`config.mk`:
```
export PLATFORM = sky130hd
export DESIGN_NAME = pc_seq_unit
export DESIGN_NICKNAME = d
export VERILOG_FILES = /design/src/rtl/pc_seq_unit.sv
export SDC_FILE = /design/constraint.sdc
export NUM_CORES = 1
export LEC_CHECK = 0
export BUFFER_PORTS_ARGS = -buffer_cell sky130_fd_sc_hd__buf_2
export CAP_MARGIN = 20
export CORE_ASPECT_RATIO = 1.5
export CORE_MARGIN = 8
export CORE_UTILIZATION = 50
export DETAILED_ROUTE_END_ITERATION = 16
export PLACE_DENSITY = 0.7
export SYNTH_ARGS = -nofsm -noshare
export SYNTH_HDL_FRONTEND = slang
export SYNTH_SLANG_ARGS = --single-unit
```
`constraint.sdc`:
```
create_clock -name clk -period 3.45 [get_ports clk]
set_input_delay 0.345 -clock clk [delete_from_list [all_inputs] [get_ports clk]]
set_output_delay 0.345 -clock clk [all_outputs]
set_load 0.005 [all_outputs]
```
`src/rtl/pc_seq_unit.sv`:
```
// Program-counter sequencer: launches programs from a start table, takes relative
// branches and CALL/RET through a small return-address stack, with stall and halt.
module pc_seq_unit #(
    parameter int                         PC_W      = 8,
    parameter int                         OFF_W     = 8,
    parameter int                         NUM_PROGS = 3,
    parameter logic [NUM_PROGS*PC_W-1:0]  PROG_BASE = {8'd44, 8'd25, 8'd0},
    parameter int                         RAS_DEPTH = 4,
    localparam int                        SEL_W     = (NUM_PROGS > 1) ? $clog2(NUM_PROGS) : 1,
    localparam int                        CNT_W     = $clog2(RAS_DEPTH + 1)
) (
    input  logic                    clk,
    input  logic                    reset,
    input  logic                    start,
    input  logic [SEL_W-1:0]        prog_sel,
    input  logic                    stall,
    input  logic [2:0]              ctrl,
    input  logic                    z,
    input  logic                    lt,
    input  logic signed [OFF_W-1:0] offset,
    output logic [PC_W-1:0]         pc,
    output logic                    running,
    output logic                    done,
    output logic                    err,
    output logic [CNT_W-1:0]        ras_cnt
);

    localparam int IDX_W = (RAS_DEPTH > 1) ? $clog2(RAS_DEPTH) : 1;

    typedef enum logic [1:0] {S_IDLE, S_RUN, S_HALT} state_t;
    typedef enum logic [2:0] {
        OP_SEQ, OP_BA, OP_BL, OP_BG, OP_BE, OP_CALL, OP_RET, OP_HALT
    } op_t;

    state_t            state;
    op_t               op;
    logic [PC_W-1:0]   ras [2**IDX_W];
    logic [PC_W-1:0]   pc_inc;
    logic [PC_W-1:0]   pc_br;
    logic [PC_W-1:0]   start_pc;
    logic [SEL_W-1:0]  start_idx;
    logic [IDX_W-1:0]  push_idx;
    logic [IDX_W-1:0]  pop_idx;
    logic              sel_ok;
    logic              adv;
    logic              ras_full;
    logic              ras_empty;
    logic              push_en;

    // Sign-extend (or wrap) the displacement to PC width; arithmetic is modulo 2**PC_W.
    function automatic logic [PC_W-1:0] sext(input logic signed [OFF_W-1:0] o);
        logic signed [PC_W-1:0] w;
        w = PC_W'(o);
        return w;
    endfunction

    always_comb begin
        op        = op_t'(ctrl);
        pc_inc    = pc + PC_W'(1);
        pc_br     = pc + sext(offset);
        sel_ok    = 32'(prog_sel) < NUM_PROGS;
        start_idx = sel_ok ? prog_sel : '0;
        start_pc  = PROG_BASE[int'(start_idx)*PC_W +: PC_W];
        ras_full  = (ras_cnt == CNT_W'(RAS_DEPTH));
        ras_empty = (ras_cnt == '0);
        push_idx  = IDX_W'(ras_cnt);
        pop_idx   = IDX_W'(ras_cnt - CNT_W'(1));
        adv       = (state == S_RUN) && !stall && !start;
        push_en   = adv && (op == OP_CALL) && !ras_full;
    end

    // Stack storage carries no reset; only the occupancy count is cleared.
    always_ff @(posedge clk) begin
        if (push_en) begin
            ras[push_idx] <= pc_inc;
        end
    end

    always_ff @(posedge clk or negedge reset) begin
        if (!reset) begin
            state   <= S_IDLE;
            pc      <= '0;
            running <= 1'b0;
            done    <= 1'b0;
            err     <= 1'b0;
            ras_cnt <= '0;
        end else if (start) begin
            state   <= S_RUN;
            pc      <= start_pc;
            running <= 1'b1;
            done    <= 1'b0;
            ras_cnt <= '0;
            if (!sel_ok) begin
                err <= 1'b1;
            end
        end else begin
            done <= 1'b0;
            if (adv) begin
                case (op)
                    OP_SEQ:  pc <= pc_inc;
                    OP_BA:   pc <= pc_br;
                    OP_BL:   pc <= lt ? pc_br : pc_inc;
                    OP_BG:   pc <= !lt ? pc_br : pc_inc;
                    OP_BE:   pc <= z ? pc_br : pc_inc;
                    OP_CALL: begin
                        pc <= pc_br;
                        if (ras_full) begin
                            err <= 1'b1;
                        end else begin
                            ras_cnt <= ras_cnt + CNT_W'(1);
                        end
                    end
                    OP_RET: begin
                        if (ras_empty) begin
                            err <= 1'b1;
                            pc  <= pc_inc;
                        end else begin
                            pc      <= ras[pop_idx];
                            ras_cnt <= ras_cnt - CNT_W'(1);
                        end
                    end
                    OP_HALT: begin
                        state   <= S_HALT;
                        running <= 1'b0;
                        done    <= 1'b1;
                    end
                    default: pc <= pc;
                endcase
            end
        end
    end

endmodule

```
==> results.cfg, run 1 <==
[logic_synthesis]
yosysTopAreaCellShare_pct = 36.4
synthCells = 212
synth-main-ff-cell = edfxtp_1
synth_top_cell_by_area = edfxtp_1
synthArstFlopShare_pct = 31.9
synth_area_per_cell_um2 = 12.4
yosys_warnings = 0
syn_area_um2 = 2640
ys_seq_area_share_pct = 50.7
synth_seq_cells = 47
synth_area_leaders = edfxtp_1 (36%), dfrtp_1 (14%), ha_1 (7.6%), mux4_2 (6.8%), xnor2_1 (2.7%)
syn_nets = 248
yosysUniqueCellTypes = 48
synth_edf_count = 32

[placement]
dpl.hpwl_um = 4480
gp_congestion = 0.873
port_buffers = 32
place_ws_ps = 1190
dp_cells = 307

[sta]
tns_ps = 0
fin_crit_sh_pct = 65.7
tightest_slew_ps = 534
rsz0062_at_grt = no
finClkSkew_ps = 4.66
fin_crit_ps = 2270
max_freq_mhz = 441
slew_viol_final = 0
setup_ws_ps = 1180
finalHoldViolCount = 0
setup_viol = 0
relSlewSlack_pct = 64.1

[global_route]
met2_usage_pct = 26.4
track_usage_pct = 15.8
grtUsageMet1_pct = 18.5
first_global_vias = 1920
grt_max_degree = 18
antenna_found_initial = 0
grt_pass1_wl_um = 9590
overflow = 0
gr-usage-met3_pct = 2.68
gr-max-usage-layer = met2

[critical_path]
critPathKind = reg2reg
arrival_ps = 2500
crit_path_max_fanout = 8
worstPathRequired_ps = 3680
critPathTopFamily = adder cells
worst_setup_path_start_kind = register
path_cells = ha_1, fa_1, a211oi_1, o21ai_0, nand3_1, or3b_2, a21oi_1
slowest_stage = dfrtp_1
crit_path_end_kind = register
slowest_delay_ps = 480
path_buf_inv = 0

[clock_tree]
cts_buffer_depth = 2
cts.sinks = 47
path_clk_slew_ps = 90
cts-root-buf = clkbuf_8
cts_resized = 0
cts-buffers-inserted = 5
cts_tree = yes
h-tree-depth = 2
postCtsSetupBuffers = 0
clk_latency_ps = 300

[detailed_routing]
route.detailed.wl_per_inst_um = 18.2
dr.pass1.iters = 4
final_antenna_net_count = 0
via_per_inst = 5.85
drc = 0
via_count = 1848
drt_iter0_drc = 87
wl_um = 5760

[run]
drv_cap = 0

[floorplan]
ios = 33
die_x_um = 75.3
rows = 32
start_util_pct = 51.4
coreArea_um2 = 5120
dieArea_um2 = 7900
die_y_um = 105

[status]
status = completed

[power]
power_density_nw_per_um2 = 436
p_leak_nw = 1.18
vdd_drop_max_v = 0.000305

[cells_and_area]
drive_gt1_share_pct = 25.0
nNetsFinal = 283
final_cells = 316
fill_cells = 469
synthToLayoutAreaGrowth_pct = 11.9
antenna_cells = 0

[min_path]
hold_class = in2reg
## final timing paths
kind / from / end / slack [ps] / cells after the start
setup / recovery: pc[0] / pc[6] / 1180 / 7
hold / removal: start / ras_cnt[2] / 400 / 2
setup reg to reg: pc[0] / pc[6] / 1180 / 7
hold reg to reg: err / err / 520 / 1
max in group asynchronous: reset / ras_cnt[0] / 2680 / 2
min in group asynchronous: reset / pc[1] / 490 / 2
## layout by cell type, fill, tap and decap left out, types with 4 or more instances in the layout
master	Yosys	final
o21ai_0	9	9
clkbuf_8	0	5
a211oi_1	4	4
buf_2	0	32
nor2b_1	4	4
inv_1	8	8
edfxtp_1	32	32
nor2_1	13	13
a221oi_1	7	7
dfrtp_1	15	15
nand3_1	9	9
nand2_1	8	8
mux4_2	8	8
ha_1	16	16
or2_2	4	4
xnor2_1	8	8
nor3_1	5	5
and3_1	6	6
a21oi_1	9	9
## Yosys cell counts, drive strengths merged (2+ instances only)
cell type / number
nand2: 8
or3: 4
o21a: 2
edfxtp: 32
xor2: 3
o21ai: 11
nor3: 5
mux4: 8
a221oi: 7
dfrtp: 15
buf: 3
a21o: 3
nor2: 13
and3: 6
o22ai: 4
clkbuf: 3
nor2b: 4
a211oi: 4
ha: 16
nand3: 9
a211o: 2
inv: 8
nand3b: 2
a21oi: 9
xnor2: 8
nand2b: 2
or2: 4
nor3b: 3
## cells by family after synthesis
group / count (synthesis) / synth area share [%]
simple gates: 63 / 13.4
compound gates: 51 / 13.9
flops: 47 / 50.7
fa+ha+maj: 17 / 8.35
buf+inv: 14 / 2.85
xor+xnor: 11 / 3.65
mux: 9 / 7.21
## metrics by stage
stage	utilization, %	hold slack (ps)	area (um^2)	power [mW]
detailed placement	55.5	284	2840	0.951
CTS	57.6	394	2950	1.30
global route	57.6	425	2950	1.36
global placement	55.5	282	2840	0.947
finish	57.6	402	2950	1.29
floorplan	-	49.4	2640	0.862
## layout make-up
type	count	area, um^2	area share [%]
Inverter	8	30.0	1.02
Sequential cell	47	1340	45.3
Timing Repair Buffer	34	178	6.02
Clock inverter	3	27.5	0.933
Clock buffer	5	68.8	2.33
Tap cell	68	85.1	2.88
Multi-Input combinational cell	151	1220	41.5
## power breakdown
part	switching, mW	leakage [nW]	internal (mW)
clock network	0.198	0.0467	0.150
logic	0.152	0.654	0.122
registers	0.0302	0.475	0.635
## registers in the layout (all words and copies together), names as in the netlist
register and flops:
ras_cnt 3, ras 32, pc 8, err 1
state 2, done 1
## timing repair
item,CTS,global route
setup endpoints to repair,0,0
hold endpoints to repair,15,0
hold buffers,1,0
## routing by layer
metal,share of wire [%],vias to the layer above
met5,0,-
met4,2.6,0
met3,4.0,10
met2,52,44
met1,41,905
li1,-,889
Note: power is estimated with default switching activity, not from simulation.
==> run 2: changes to the inputs <==
Settings changed: PLACE_DENSITY 0.7 to 0.73.
Clock period 3.45 ns to 1.85 ns, I/O delays scaled along.
==> results.cfg, run 2 (synthesis results as in run 1) <==
[cells_and_area]
final_cell_mix = buf_2 (32), edfxtp_1 (32), buf_4 (25)
antenna_cells = 0
final_cells = 344
top_register = ras
drive_gt1_share_pct = 38.4
synthToLayoutAreaGrowth_pct = 25.9
largest_register_ffs = 32
design_area_um2 = 3320
multi_input_area_um2 = 1310
reg.largest.list = ras x32, pc x8, ras_cnt x3
nNetsFinal = 311
fill_cells = 434
seqCellArea_um2 = 1340

[floorplan]
start_util_pct = 51.4
die_x_um = 75.3
coreArea_um2 = 5120
rows = 32
dieArea_um2 = 7900
die_y_um = 105
ios = 33

[global_route]
track_usage_pct = 17.2
grtUsageMet1_pct = 20.0
overflow = 0
grt_max_degree = 17
antenna_found_initial = 0
gr-usage-met3_pct = 3.25
grt_pass1_wl_um = 10400
met2_usage_pct = 28.3
gr-max-usage-layer = met2
first_global_vias = 2092

[detailed_routing]
drt_iter0_drc = 255
final_antenna_net_count = 0
via_count = 1999
dr.pass1.iters = 4
drc = 0
route.detailed.wl_per_inst_um = 18.3
via_per_inst = 5.81
wl_um = 6300

[critical_path]
crit_path_end_kind = register
reg2reg_depth = 7
arrival_ps = 2120
slowest_stage = dfrtp_2
critPathKind = reg2reg
slowest_delay_ps = 440
worstPathRequired_ps = 2100
critPathTopFamily = adder cells
crit_path_max_fanout = 3
crit_cells = 7
worst_setup_path_start_kind = register
path_buf_inv = 0
path_cells = ha_4, fa_2, a211oi_2, o21ai_2, nand3_1, or3b_4, a21oi_2

[clock_tree]
cts-root-buf = clkbuf_8
cts_tree = yes
h-tree-depth = 2
cts.sinks = 47
path_clk_slew_ps = 100
cts-buffers-inserted = 5
clk_latency_ps = 310
cts_buffer_depth = 2

[sta]
fin_crit_ps = 1880
tns_ps = -44.4
slew_viol_final = 0
tightest_slew_ps = 509
max_freq_mhz = 532
relSlewSlack_pct = 65.8
finClkSkew_ps = 16.4
setup_viol = 3
fin_crit_sh_pct = 102
setup_ws_ps = -28.3
rsz0062_at_grt = yes
finalHoldViolCount = 0

[power]
p_leak_nw = 1.34
power_density_nw_per_um2 = 811
total_power_mw = 2.69
vdd_drop_max_v = 0.000617

[placement]
port_buffers = 32
place_ws_ps = -119
dp_cells = 334
dpl.hpwl_um = 4780
place_area_um2 = 3150
gp_congestion = 0.873

[min_path]
hold_depth = 2
hold_class = in2reg

[run]
drv_cap = 0

[status]
status = finished, violations left
violations = negative setup slack
-- run 2: changes by cell type in the layout (fill, tap and decap cells not counted), moves of 4 or more --
| cell | before | now |
|---|---|---|
| a21oi_1 | 9 | 5 |
| a21oi_2 | 0 | 4 |
| buf_12 | 0 | 4 |
| buf_4 | 1 | 25 |
-- run 2: cell type report --
cell class / count / area share (%)
clock inverters: 3 / 1.43
repair buffers: 62 / 13.2
clock buffers: 5 / 2.07
inverters: 8 / 0.980
multi-input cells: 151 / 39.4
flip-flops and latches: 47 / 40.3
well taps: 68 / 2.56
-- run 2: power by group --
part           internal, mW  switching [mW]  total [mW]
Sequential             1.19          0.0262        1.21
Combinational         0.323           0.366       0.689
Clock                 0.410           0.381       0.791
-- run 2: metal layers --
metal  routed length, um  up-vias  share of wire (%)
li1                    -      949                  -
met1                2480      951                 39
met2                3270       76                 52
met3                 292       23                4.6
met4                 256        0                4.1
met5                   0        -                  0
-- run 2: repair_timing --
item | 4_1_cts | 5_1_grt
hold buffers | 1 | 0
resized for setup | 2 | 8
hold endpoints to repair | 15 | 0
endpoints found under the setup margin | 3 | 43
pin swaps | 3 | 5
setup buffers | 1 | 0
-- run 2: worst reg2reg max path: cells and delay by family (launching register included) --
family	cells	cell delay (ps)
flip-flops	1	440
AND/OR/NAND/NOR	2	440
AO/OA/AOI/OAI	3	420
adder cells (fa/ha/maj)	2	520
-- run 2: worst paths after layout --
check	startpoint	to	slack, ps
max	pc[0]	pc[6]	-30
min	start	ras_cnt[2]	240
max reg2reg	pc[0]	pc[6]	-30
min reg2reg	err	err	480
max in group asynchronous	reset	ras_cnt[0]	1250
min in group asynchronous	reset	pc[0]	300
-- run 2: stage by stage --
stage | utilization (%) | hold WS (ps)
floorplan | - | -111
global placement | 61.4 | 121
detailed placement | 61.4 | 128
CTS | 64.1 | 226
global route | 64.7 | 256
finish | 64.7 | 237
==> run 3: changes to the inputs <==
Settings changed: REMOVE_ABC_BUFFERS from default to 1.
==> results.cfg, run 3 (synthesis results as in run 1) <==
[cells_and_area]
antenna_cells = 0
fill_cells = 405
reg.largest.list = ras x32, pc x8, ras_cnt x3
final_cells = 347
multi_input_area_um2 = 1390
synthToLayoutAreaGrowth_pct = 29.0
largest_register_ffs = 32
top_register = ras
seqCellArea_um2 = 1340
nNetsFinal = 314
final_cell_mix = buf_2 (32), edfxtp_1 (32), buf_4 (28)
drive_gt1_share_pct = 41.2

[placement]
dpl.hpwl_um = 4870
port_buffers = 32
place_ws_ps = -262
dp_cells = 335
gp_congestion = 0.867

[critical_path]
r2r_slack_ps = -50
slowest_delay_ps = 430
crit_path_max_fanout = 2
critPathTopFamily = adder cells
critPathKind = reg2reg
reg2reg_from = pc[0]
worst_setup_path_start_kind = register
crit_path_end_kind = register
path_buf_inv = 0
worstPathRequired_ps = 2090
worstReg2RegEnd = pc[6]
reg2reg_depth = 7
arrival_ps = 2140
crit_start = pc[0]
slowest_stage = dfrtp_1
path_cells = ha_4, fa_2, a211oi_2, o21ai_1, nand3_1, or3b_4, a21oi_2

[floorplan]
rows = 32
start_util_pct = 51.4
ios = 33
die_y_um = 105
die_x_um = 75.3
dieArea_um2 = 7900
coreArea_um2 = 5120

[status]
violations = negative setup slack
status = finished, violations left

[sta]
setup_viol = 1
finalHoldViolCount = 0
rsz0062_at_grt = yes
finClkSkew_ps = 10.0
tns_ps = -47.4
relSlewSlack_pct = 65.4
tightest_slew_ps = 515
fin_crit_ps = 1900
slew_viol_final = 0
fin_crit_sh_pct = 103
setup_ws_ps = -47.4
max_freq_mhz = 527

[detailed_routing]
final_antenna_net_count = 0
drc = 0
via_count = 2049
dr.pass1.iters = 4
wl_um = 6570
drt_iter0_drc = 181
route.detailed.wl_per_inst_um = 18.9
via_per_inst = 5.90

[min_path]
hold_depth = 4
min_to = done
worstHoldStart = start
hold_class = in2reg

[global_route]
first_global_vias = 2158
track_usage_pct = 17.0
grt_max_degree = 18
overflow = 0
antenna_found_initial = 0
grt_pass1_wl_um = 10500

[power]
power_density_nw_per_um2 = 769
p_leak_nw = 1.37
vdd_drop_max_v = 0.000546

[clock_tree]
h-tree-depth = 2
cts_tree = yes
cts-root-buf = clkbuf_8
clk_latency_ps = 300
cts_buffer_depth = 2
cts.sinks = 47
path_clk_slew_ps = 100
cts-buffers-inserted = 5

[run]
drv_cap = 0
run 3: cell count changes in the layout (fill, tap and decap cells not counted), moves of 2 or more:
| cell | before | now |
|---|---|---|
| nor2_1 | 11 | 9 |
| nor2_4 | 0 | 2 |
| buf_4 | 25 | 28 |
| ha_1 | 14 | 12 |
| ha_4 | 2 | 4 |
run 3: power by group:
group | switching (mW) | total (mW) | internal [mW]
Combinational | 0.393 | 0.746 | 0.354
Clock | 0.377 | 0.656 | 0.278
Sequential | 0.0277 | 1.21 | 1.18
Total | 0.798 | 2.61 | 1.82
run 3: per-stage QoR:
stage / instance area [um^2] / utilization (%) / hold WS (ps) / power (mW)
2_1_floorplan: 2590 / - / -111 / 1.59
3_3_place_gp: 3100 / 60.6 / 117 / 1.83
3_5_place_dp: 3100 / 60.6 / 124 / 1.85
4_1_cts: 3260 / 63.6 / 201 / 2.55
5_1_grt: 3400 / 66.4 / 225 / 2.74
6_report: 3400 / 66.4 / 197 / 2.61
run 3: worst register-to-register path, stage by stage (launching register included):
cell,delay [ps]
dfrtp_1,430
ha_4,180
fa_2,350
a211oi_2,190
o21ai_1,110
nand3_1,90
or3b_4,380
a21oi_2,110
run 3: how the worst max path moves through the flow:
stage	endpoint	slack (ps)	cells after the start
after CTS	pc[6]	-120	7
after global placement	pc[6]	-200	7
after detailed placement	pc[6]	-260	7
final	pc[6]	-50	7
after floorplan	pc[7]	-440	6
after global routing	pc[6]	-140	7
run 3: final cells by class:
type	count	share of cell area [%]
timing repair buffer	65	13.5
inverter	8	0.883
multi-input combinational	151	41.0
sequential	47	39.3
clock buffer	5	2.02
clock inverter	3	0.773
tap	68	2.50
run 3: layer usage:
layer  global-route usage [%]  vias to the layer above  routed length [um]
met5                        0                        -                   0
met4                     7.04                        0                 176
met3                     3.25                       18                 246
met2                     29.1                       49                3550
met1                     19.7                     1029                2590
li1                         -                      953                   -
run 3: what timing repair did:
item,4_1_cts,5_1_grt
pin swaps,9,12
endpoints found under the setup margin,7,45
hold buffers,1,0
gates resized for setup,12,21
setup buffers,1,2
endpoints found under the hold margin,15,0
